**config.mk**
```make
export PLATFORM = sky130hd
export DESIGN_NAME = mem_stream_port_flat
export DESIGN_NICKNAME = d
export VERILOG_FILES = /design/src/rtl/mem_stream_port_pkg.sv /design/src/rtl/mem_stream_port_if.sv /design/src/rtl/mem_stream_port_addr_gen.sv /design/src/rtl/mem_stream_port.sv /design/src/flat_wrapper.sv
export SDC_FILE = /design/constraint.sdc
export NUM_CORES = 1
export LEC_CHECK = 0
export ABC_AREA = 1
export CORE_MARGIN = 5
export CORE_UTILIZATION = 45
export DETAILED_ROUTE_END_ITERATION = 7
export PLACE_DENSITY = 0.8
export SLEW_MARGIN = 20
export SYNTH_ARGS = -nofsm -noshare
export SYNTH_HDL_FRONTEND = slang
export SYNTH_SLANG_ARGS = --single-unit
```
**constraint.sdc**
```tcl
create_clock -name clk -period 3 [get_ports clk]
set_input_delay 0.6 -clock clk [delete_from_list [all_inputs] [get_ports clk]]
set_output_delay 0.6 -clock clk [all_outputs]
set_load 0.02 [all_outputs]
```
**src/rtl/mem_stream_port_pkg.sv**
```systemverilog
`default_nettype none
// ============================================================================
// Module      : mem_port_pkg
// Description : Shared types and encodings for the mem_stream_port block.
// Revision    : 1.0 - initial release
// ============================================================================
package mem_port_pkg;

    // Controller states; the encoding is fixed at 3 bits
    typedef enum logic [2:0] {
        IDLE   = 3'd0,
        LOAD   = 3'd1,
        RD_REQ = 3'd2,
        RD_CAP = 3'd3,
        OUT    = 3'd4,
        FINISH = 3'd5
    } state_t;

    // Data_Memory MemWrite encodings (this block only uses NONE and WORD)
    localparam logic [1:0] MW_NONE = 2'b00;
    localparam logic [1:0] MW_BYTE = 2'b01;
    localparam logic [1:0] MW_HALF = 2'b10;
    localparam logic [1:0] MW_WORD = 2'b11;

    // Command opcodes
    localparam logic OP_LOAD = 1'b0;
    localparam logic OP_DUMP = 1'b1;

endpackage : mem_port_pkg
`default_nettype wire

```
**src/rtl/mem_stream_port_if.sv**
```systemverilog
`default_nettype none
// ============================================================================
// Module      : mem_stream_port_if
// Description : Command, LOAD/DUMP word streams and Data_Memory port bundle.
//               slave  = the mem_stream_port block
//               master = the environment (command source, streams, memory)
// Revision    : 1.0 - initial release
// ============================================================================
interface mem_stream_port_if #(
    parameter int ADDR_W = 32,
    parameter int CNT_W  = 16
);
    // Command channel
    logic              cmd_valid;
    logic              cmd_ready;
    logic              cmd_op;
    logic [ADDR_W-1:0] cmd_base;
    logic [CNT_W-1:0]  cmd_count;

    // LOAD stream (into memory)
    logic              in_valid;
    logic              in_ready;
    logic [31:0]       in_data;

    // DUMP stream (out of memory)
    logic              out_valid;
    logic              out_ready;
    logic [31:0]       out_data;

    // Data_Memory port
    logic [ADDR_W-1:0] mem_address;
    logic [31:0]       mem_write_data;
    logic              mem_read;
    logic [1:0]        mem_write;
    logic [31:0]       mem_read_data;

    modport slave (
        input  cmd_valid, cmd_op, cmd_base, cmd_count,
        input  in_valid, in_data,
        input  out_ready,
        input  mem_read_data,
        output cmd_ready, in_ready, out_valid, out_data,
        output mem_address, mem_write_data, mem_read, mem_write
    );

    modport master (
        output cmd_valid, cmd_op, cmd_base, cmd_count,
        output in_valid, in_data,
        output out_ready,
        output mem_read_data,
        input  cmd_ready, in_ready, out_valid, out_data,
        input  mem_address, mem_write_data, mem_read, mem_write
    );

endinterface : mem_stream_port_if
`default_nettype wire

```
**src/rtl/mem_stream_port_addr_gen.sv**
```systemverilog
`default_nettype none
// ============================================================================
// Module      : mem_addr_gen
// Description : Holds the word-aligned base, word count and word index of the
//               active command; produces base + 4*idx and the last-word flag.
// Revision    : 1.0 - initial release
// ============================================================================
module mem_addr_gen #(
    parameter int ADDR_W = 32,
    parameter int CNT_W  = 16
) (
    input  logic              clk,
    input  logic              rst,
    input  logic              start,
    input  logic              step,
    input  logic [ADDR_W-1:0] base,
    input  logic [CNT_W-1:0]  count,
    output logic [ADDR_W-1:0] addr,
    output logic              last
);

    // One extra index bit so idx+1 never wraps even for the largest count
    localparam int c_IDX_W = CNT_W + 1;

    logic [ADDR_W-1:0]  r_base;
    logic [CNT_W-1:0]   r_count;
    logic [c_IDX_W-1:0] r_idx;
    logic [ADDR_W-1:0]  w_offset;

    // Latch command on start, advance the word index on every transfer
    always_ff @(posedge clk) begin
        if (!rst) begin
            r_base  <= '0;
            r_count <= '0;
            r_idx   <= '0;
        end else if (start) begin
            r_base  <= base & ~ADDR_W'(3);
            r_count <= count;
            r_idx   <= '0;
        end else if (step) begin
            r_idx   <= r_idx + c_IDX_W'(1);
        end
    end

    // Byte offset truncated to the address width so the sum wraps naturally
    assign w_offset = ADDR_W'({r_idx, 2'b00});
    assign addr     = r_base + w_offset;
    assign last     = (r_idx + c_IDX_W'(1)) == {1'b0, r_count};

endmodule : mem_addr_gen
`default_nettype wire

```
**src/rtl/mem_stream_port.sv**
```systemverilog
`default_nettype none
// ============================================================================
// Module      : mem_stream_port
// Description : Hardware initiator on the Data_Memory port. LOAD writes a
//               word stream into memory, DUMP reads a region out as a word
//               stream. Holds the CPU while a command is in progress.
// Revision    : 1.0 - initial release
// ============================================================================
module mem_stream_port
    import mem_port_pkg::*;
#(
    parameter int ADDR_W = 32,
    parameter int CNT_W  = 16
) (
    input  logic                clk,
    input  logic                rst,
    mem_stream_port_if.slave    bus,
    output logic                cpu_hold,
    output logic                busy,
    output logic                done
);

    state_t             r_state;
    logic               r_cmd_ready;
    logic               r_busy;
    logic               r_in_ready;
    logic               r_mem_read;
    logic               r_out_valid;
    logic               r_done;
    logic [31:0]        r_out_data;

    logic               w_cmd_fire;
    logic               w_in_fire;
    logic               w_out_fire;
    logic               w_wr;
    logic [ADDR_W-1:0]  w_addr;
    logic               w_last;

    assign w_cmd_fire = r_cmd_ready && bus.cmd_valid;
    assign w_in_fire  = r_in_ready && bus.in_valid;
    assign w_out_fire = r_out_valid && bus.out_ready;
    assign w_wr       = w_in_fire;

    mem_addr_gen #(
        .ADDR_W (ADDR_W),
        .CNT_W  (CNT_W)
    ) u_addr_gen (
        .clk    (clk),
        .rst    (rst),
        .start  (w_cmd_fire),
        .step   (w_in_fire || w_out_fire),
        .base   (bus.cmd_base),
        .count  (bus.cmd_count),
        .addr   (w_addr),
        .last   (w_last)
    );

    // Command sequencer; every status output is a flop set on the transition
    always_ff @(posedge clk) begin
        if (!rst) begin
            r_state     <= IDLE;
            r_cmd_ready <= 1'b1;
            r_busy      <= 1'b0;
            r_in_ready  <= 1'b0;
            r_mem_read  <= 1'b0;
            r_out_valid <= 1'b0;
            r_done      <= 1'b0;
            r_out_data  <= '0;
        end else begin
            r_done     <= 1'b0;
            r_mem_read <= 1'b0;
            case (r_state)
                IDLE: begin
                    if (w_cmd_fire) begin
                        r_cmd_ready <= 1'b0;
                        r_busy      <= 1'b1;
                        if (bus.cmd_count == '0) begin
                            r_state <= FINISH;
                            r_done  <= 1'b1;
                        end else if (bus.cmd_op == OP_LOAD) begin
                            r_state    <= LOAD;
                            r_in_ready <= 1'b1;
                        end else begin
                            r_state    <= RD_REQ;
                            r_mem_read <= 1'b1;
                        end
                    end
                end
                LOAD: begin
                    if (w_in_fire && w_last) begin
                        r_state    <= FINISH;
                        r_in_ready <= 1'b0;
                        r_done     <= 1'b1;
                    end
                end
                RD_REQ: begin
                    r_state <= RD_CAP;
                end
                RD_CAP: begin
                    // Memory returns data one cycle after the read strobe
                    r_out_data  <= bus.mem_read_data;
                    r_out_valid <= 1'b1;
                    r_state     <= OUT;
                end
                OUT: begin
                    if (w_out_fire) begin
                        r_out_valid <= 1'b0;
                        if (w_last) begin
                            r_state <= FINISH;
                            r_done  <= 1'b1;
                        end else begin
                            r_state    <= RD_REQ;
                            r_mem_read <= 1'b1;
                        end
                    end
                end
                FINISH: begin
                    r_state     <= IDLE;
                    r_cmd_ready <= 1'b1;
                    r_busy      <= 1'b0;
                end
                default: begin
                    r_state     <= IDLE;
                    r_cmd_ready <= 1'b1;
                    r_busy      <= 1'b0;
                    r_in_ready  <= 1'b0;
                    r_out_valid <= 1'b0;
                end
            endcase
        end
    end

    // Memory port: address only presented while a read or write slot is open
    assign bus.mem_address    = (r_in_ready || r_mem_read) ? w_addr : '0;
    assign bus.mem_write      = w_wr ? MW_WORD : MW_NONE;
    assign bus.mem_write_data = w_wr ? bus.in_data : 32'h0;
    assign bus.mem_read       = r_mem_read;

    assign bus.cmd_ready = r_cmd_ready;
    assign bus.in_ready  = r_in_ready;
    assign bus.out_valid = r_out_valid;
    assign bus.out_data  = r_out_data;

    assign cpu_hold = r_busy;
    assign busy     = r_busy;
    assign done     = r_done;

endmodule : mem_stream_port
`default_nettype wire

```
**src/flat_wrapper.sv**
```systemverilog
// flat-port wrapper written by rule: the top's interface ports become plain ports
module mem_stream_port_flat import mem_port_pkg::*;
#(
    parameter int ADDR_W = 32,
    parameter int CNT_W  = 16
)
  (clk, rst, cpu_hold, busy, done, bus_cmd_valid, bus_cmd_op, bus_cmd_base, bus_cmd_count, bus_in_valid, bus_in_data, bus_out_ready, bus_mem_read_data, bus_cmd_ready, bus_in_ready, bus_out_valid, bus_out_data, bus_mem_address, bus_mem_write_data, bus_mem_read, bus_mem_write);
  mem_stream_port_if #(.ADDR_W(ADDR_W), .CNT_W(CNT_W)) bus_i ();
  input  logic clk;
  input  logic rst;
  output logic cpu_hold;
  output logic busy;
  output logic done;
  input wire logic [$bits(bus_i.cmd_valid)-1:0] bus_cmd_valid;
  input wire logic [$bits(bus_i.cmd_op)-1:0] bus_cmd_op;
  input wire logic [$bits(bus_i.cmd_base)-1:0] bus_cmd_base;
  input wire logic [$bits(bus_i.cmd_count)-1:0] bus_cmd_count;
  input wire logic [$bits(bus_i.in_valid)-1:0] bus_in_valid;
  input wire logic [$bits(bus_i.in_data)-1:0] bus_in_data;
  input wire logic [$bits(bus_i.out_ready)-1:0] bus_out_ready;
  input wire logic [$bits(bus_i.mem_read_data)-1:0] bus_mem_read_data;
  output wire logic [$bits(bus_i.cmd_ready)-1:0] bus_cmd_ready;
  output wire logic [$bits(bus_i.in_ready)-1:0] bus_in_ready;
  output wire logic [$bits(bus_i.out_valid)-1:0] bus_out_valid;
  output wire logic [$bits(bus_i.out_data)-1:0] bus_out_data;
  output wire logic [$bits(bus_i.mem_address)-1:0] bus_mem_address;
  output wire logic [$bits(bus_i.mem_write_data)-1:0] bus_mem_write_data;
  output wire logic [$bits(bus_i.mem_read)-1:0] bus_mem_read;
  output wire logic [$bits(bus_i.mem_write)-1:0] bus_mem_write;
  assign bus_i.cmd_valid = bus_cmd_valid;
  assign bus_i.cmd_op = bus_cmd_op;
  assign bus_i.cmd_base = bus_cmd_base;
  assign bus_i.cmd_count = bus_cmd_count;
  assign bus_i.in_valid = bus_in_valid;
  assign bus_i.in_data = bus_in_data;
  assign bus_i.out_ready = bus_out_ready;
  assign bus_i.mem_read_data = bus_mem_read_data;
  assign bus_cmd_ready = bus_i.cmd_ready;
  assign bus_in_ready = bus_i.in_ready;
  assign bus_out_valid = bus_i.out_valid;
  assign bus_out_data = bus_i.out_data;
  assign bus_mem_address = bus_i.mem_address;
  assign bus_mem_write_data = bus_i.mem_write_data;
  assign bus_mem_read = bus_i.mem_read;
  assign bus_mem_write = bus_i.mem_write;
  mem_stream_port #(.ADDR_W(ADDR_W), .CNT_W(CNT_W)) u_core (.clk(clk), .rst(rst), .bus(bus_i), .cpu_hold(cpu_hold), .busy(busy), .done(done));
endmodule
```
==> impl_metrics.yaml <==
pwr:
  ir_worst_vdd_uv: 466
  power_leakage_uw: 0.00436
  pwr_density_cell_nw_per_um2: 558
  total_power_uw: 5430
logic_synthesis:
  yosys.area.top_type: "dfxtp_1"
  synthCells: 987
  synth_area_leaders: "dfxtp_1, nor2_1, o21ai_0, nand2_1, inv_1"
  yosys_warnings: 0
  syn_area_um2: 6220
  synthArstFlopShare_pct: 0
  ys_seq_elements: 104
  synth_cell_types: 41
  synth_edf_count: 0
  avgSynthCellArea_um2: 6.30
  synth_top_cell_area_share_pct: 33.5
  ys_seq_area_share_pct: 33.5
  ys.flop_type: "dfxtp_1"
min_path:
  min_path_type: "register to register"
  worstHoldStart: "u_core.u_addr_gen.r_count[5]"
  hold_end: "u_core.u_addr_gen.r_count[5]"
  hold_depth: 2
detailed_routing:
  drtPass1Iterations: 5
  vias: 7425
  avgViaCountPerCell: 5.17
  drt_iter0_markers: 563
  drtAntennaViolNets: 0
  wirelength_mm: 21.9
  drc: 0
  wl_per_cell_um: 15.3
setup_path:
  end_kind: "primary output"
  cp_slowest_cell: "dfxtp_2"
  ff2ff_path_depth: 16
  crit_fanout: 4
  critPathMostFrequentCell: "buf_4"
  timing.rr.start: "u_core.u_addr_gen.r_idx[1]"
  critPathMaxStageDelay_ps: 340
  r2r-end: "u_core.bus.in_ready"
  arrival_ps: 2510
  crit_required_ps: 2400
  setup.worst_path.class: "register to primary output"
  start_kind: "register"
  reg2reg_slack_ps: 510
  path_cells: "ha_4 > nand2_1 > buf_4 > nor2_1 > inv_1 > nor2_2 > a21oi_2 > buf_4 > o21ai_4 > o21ai_0 > a21oi_1 > buf_4"
cts:
  htree_levels: 3
  cts_buffers: 9
  clk_pin_slew_ps: 80
  clock-sinks: 104
  ctsRootBufferMaster: "clkbuf_16"
  worstSkewPairLatency_ps: 370
  cts.path.max_buffers: 2
  cts_tree: "yes"
timing:
  setup_viol_count_final: 8
  rsz0062_at_grt: "true"
  finalCritPeriodShare_pct: 104
  fin_skew_ps: 9.92
  tightest_slew_ps: 1010
  relSlewSlack_pct: 32.4
  slew_violations: 0
  finalHoldViolCount: 0
  finalCriticalPeriod_ps: 3110
  finalWorstSetupSlack_ps: -110
  fmax_ghz: 0.322
run_status:
  status: "complete, but fails checks"
  violations: "setup timing"
global_route:
  grt_pass1_vias: 7069
  grt_max_degree: 81
  grt_antenna_before_repair: 0
  grt_pass1_wl_mm: 33.1
  gr-total-overflow: 0
  grt.total_usage_pct: 25.0
die:
  die_w_um: 128
  top_level_ports: 223
  coreArea_um2: 13700
  start_util_pct: 45.3
  fp.dieArea_um2: 16300
  die_h_um: 128
  rows: 43
run:
  maxCapViolCount: 0
placed_design:
  dp_cells: 1414
  gp_congestion: 0.944
  port_buffers: 218
  pre_cts_slack_ps: -385
  hpwl_mm: 15.6
final_layout:
  nNetsFinal: 1388
  area_growth_pct: 56.4
  drive_gt1_share_pct: 17.6
  fill_cells: 1127
  seqCellArea_um2: 2100
  multiInputGateArea_um2: 3940
  diodes: 0
  fin_cells: 1436
-- registers in the layout, summed over array words and instances (netlist names) --
name / count
u_core.u_addr_gen.r_idx: 17
u_core.bus.out_data: 32
u_core.r_state: 3
u_core.u_addr_gen.r_count: 16
u_core.bus.cmd_ready: 1
u_core.done: 1
u_core.bus.out_valid: 1
u_core.bus.mem_read: 1
u_core.u_addr_gen.r_base: 30
u_core.busy: 1
u_core.bus.in_ready: 1
-- report_power, final --
| part | switching [µW] | internal [µW] | total, µW |
|---|---|---|---|
| clock network | 626 | 600 | 1230 |
| logic | 1360 | 1030 | 2380 |
| registers | 208 | 1610 | 1820 |
-- Yosys cell counts, drive strengths merged (3+ instances only) --
cell type and instances:
xor2 5, o21bai 3, inv 128, buf 8, o21a 5, o211ai 14, o21ai 116, nand4 13
dfxtp 104, a21oi 62, nand2 152, xnor2 6, nor3 7, nor2 232, nor4 4, nand3 58
ha 18, and2 4, clkbuf 31
-- area by class of cell --
| cell class | instances | area share, % |
|---|---|---|
| well taps | 180 | 2.31 |
| multi-input cells | 717 | 40.5 |
| flip-flops and latches | 104 | 21.6 |
| clock buffers | 9 | 2.31 |
| clock inverters | 7 | 0.810 |
| repair buffers | 291 | 27.5 |
| inverters | 128 | 4.94 |
-- kinds of logic after synthesis --
family | share of synthesized area (%)
buffers and inverters | 10.4
XOR/XNOR | 1.55
adder cells (fa/ha/maj) | 3.94
AND/OR/NAND/NOR | 32.4
flip-flops | 33.5
other | 0.0603
AO/OA/AOI/OAI | 18.2
-- worst max-delay path: cells and delay by family, from the launching register on --
kind | cells | cell delay (ps)
AO/OA/AOI/OAI | 4 | 530
adder cells (fa/ha/maj) | 1 | 300
buffers and inverters | 4 | 560
flip-flops | 1 | 340
AND/OR/NAND/NOR | 3 | 410
-- worst max-delay path by stage --
stage / start / to
4_1_cts: u_core.u_addr_gen.r_base[2] / bus_mem_address[28]
3_3_place_gp: u_core.u_addr_gen.r_base[2] / bus_mem_address[28]
2_1_floorplan: u_core.u_addr_gen.r_idx[0] / bus_mem_address[28]
6_report: u_core.u_addr_gen.r_base[10] / bus_mem_address[22]
3_5_place_dp: u_core.u_addr_gen.r_base[2] / bus_mem_address[28]
5_1_grt: u_core.u_addr_gen.r_idx[0] / bus_mem_address[14]
-- repair_timing --
item,CTS,global route
hold buffers,0,0
pin swaps,9,31
endpoints found under the setup margin,27,24
setup buffers,3,5
gates resized for setup,143,80
-- routing by layer --
| metal | track usage [%] | share of wire [%] | vias to the layer above |
|---|---|---|---|
| met2 | 41.5 | 48 | 298 |
| li1 | - | - | 3715 |
| met1 | 29.4 | 40 | 3360 |
| met4 | 9.91 | 3.6 | 0 |
| met3 | 8.99 | 9.0 | 52 |
| met5 | 0 | 0 | - |
-- stage by stage --
stage	setup TNS, ps	hold slack, ps	utilization [%]	instance area [µm²]
after floorplan	0	444	-	6220
after global placement	-2460	457	65.4	8980
after detailed placement	-3010	470	65.4	8980
after CTS	-442	480	68.9	9450
after global routing	-2130	505	70.9	9730
final	-570	476	70.9	9730
-- layout by cell type (no fill, tap or decap), types with 4 or more instances in the layout --
cell / netlist / final
nor3_1: 7 / 6
a21oi_2: 0 / 15
o211ai_1: 14 / 14
inv_1: 124 / 120
nand2_2: 5 / 10
nand2_1: 146 / 141
nor2_1: 222 / 212
nand4_1: 13 / 13
ha_4: 0 / 15
nor2_4: 6 / 9
buf_4: 5 / 85
o21ai_0: 112 / 99
xnor2_1: 6 / 6
a21oi_1: 62 / 44
nand3_2: 2 / 6
clkdlybuf4s50_1: 0 / 190
nor2_2: 4 / 11
o21ai_1: 3 / 11
dfxtp_1: 104 / 90
dfxtp_2: 0 / 13
clkbuf_16: 0 / 9
o21ai_2: 1 / 4
o21a_1: 5 / 5
inv_2: 4 / 8
inv_8: 0 / 4
nand3_1: 56 / 52
buf_2: 0 / 4
xor2_1: 5 / 5
No activity file was read; power rests on OpenSTA's default activity.
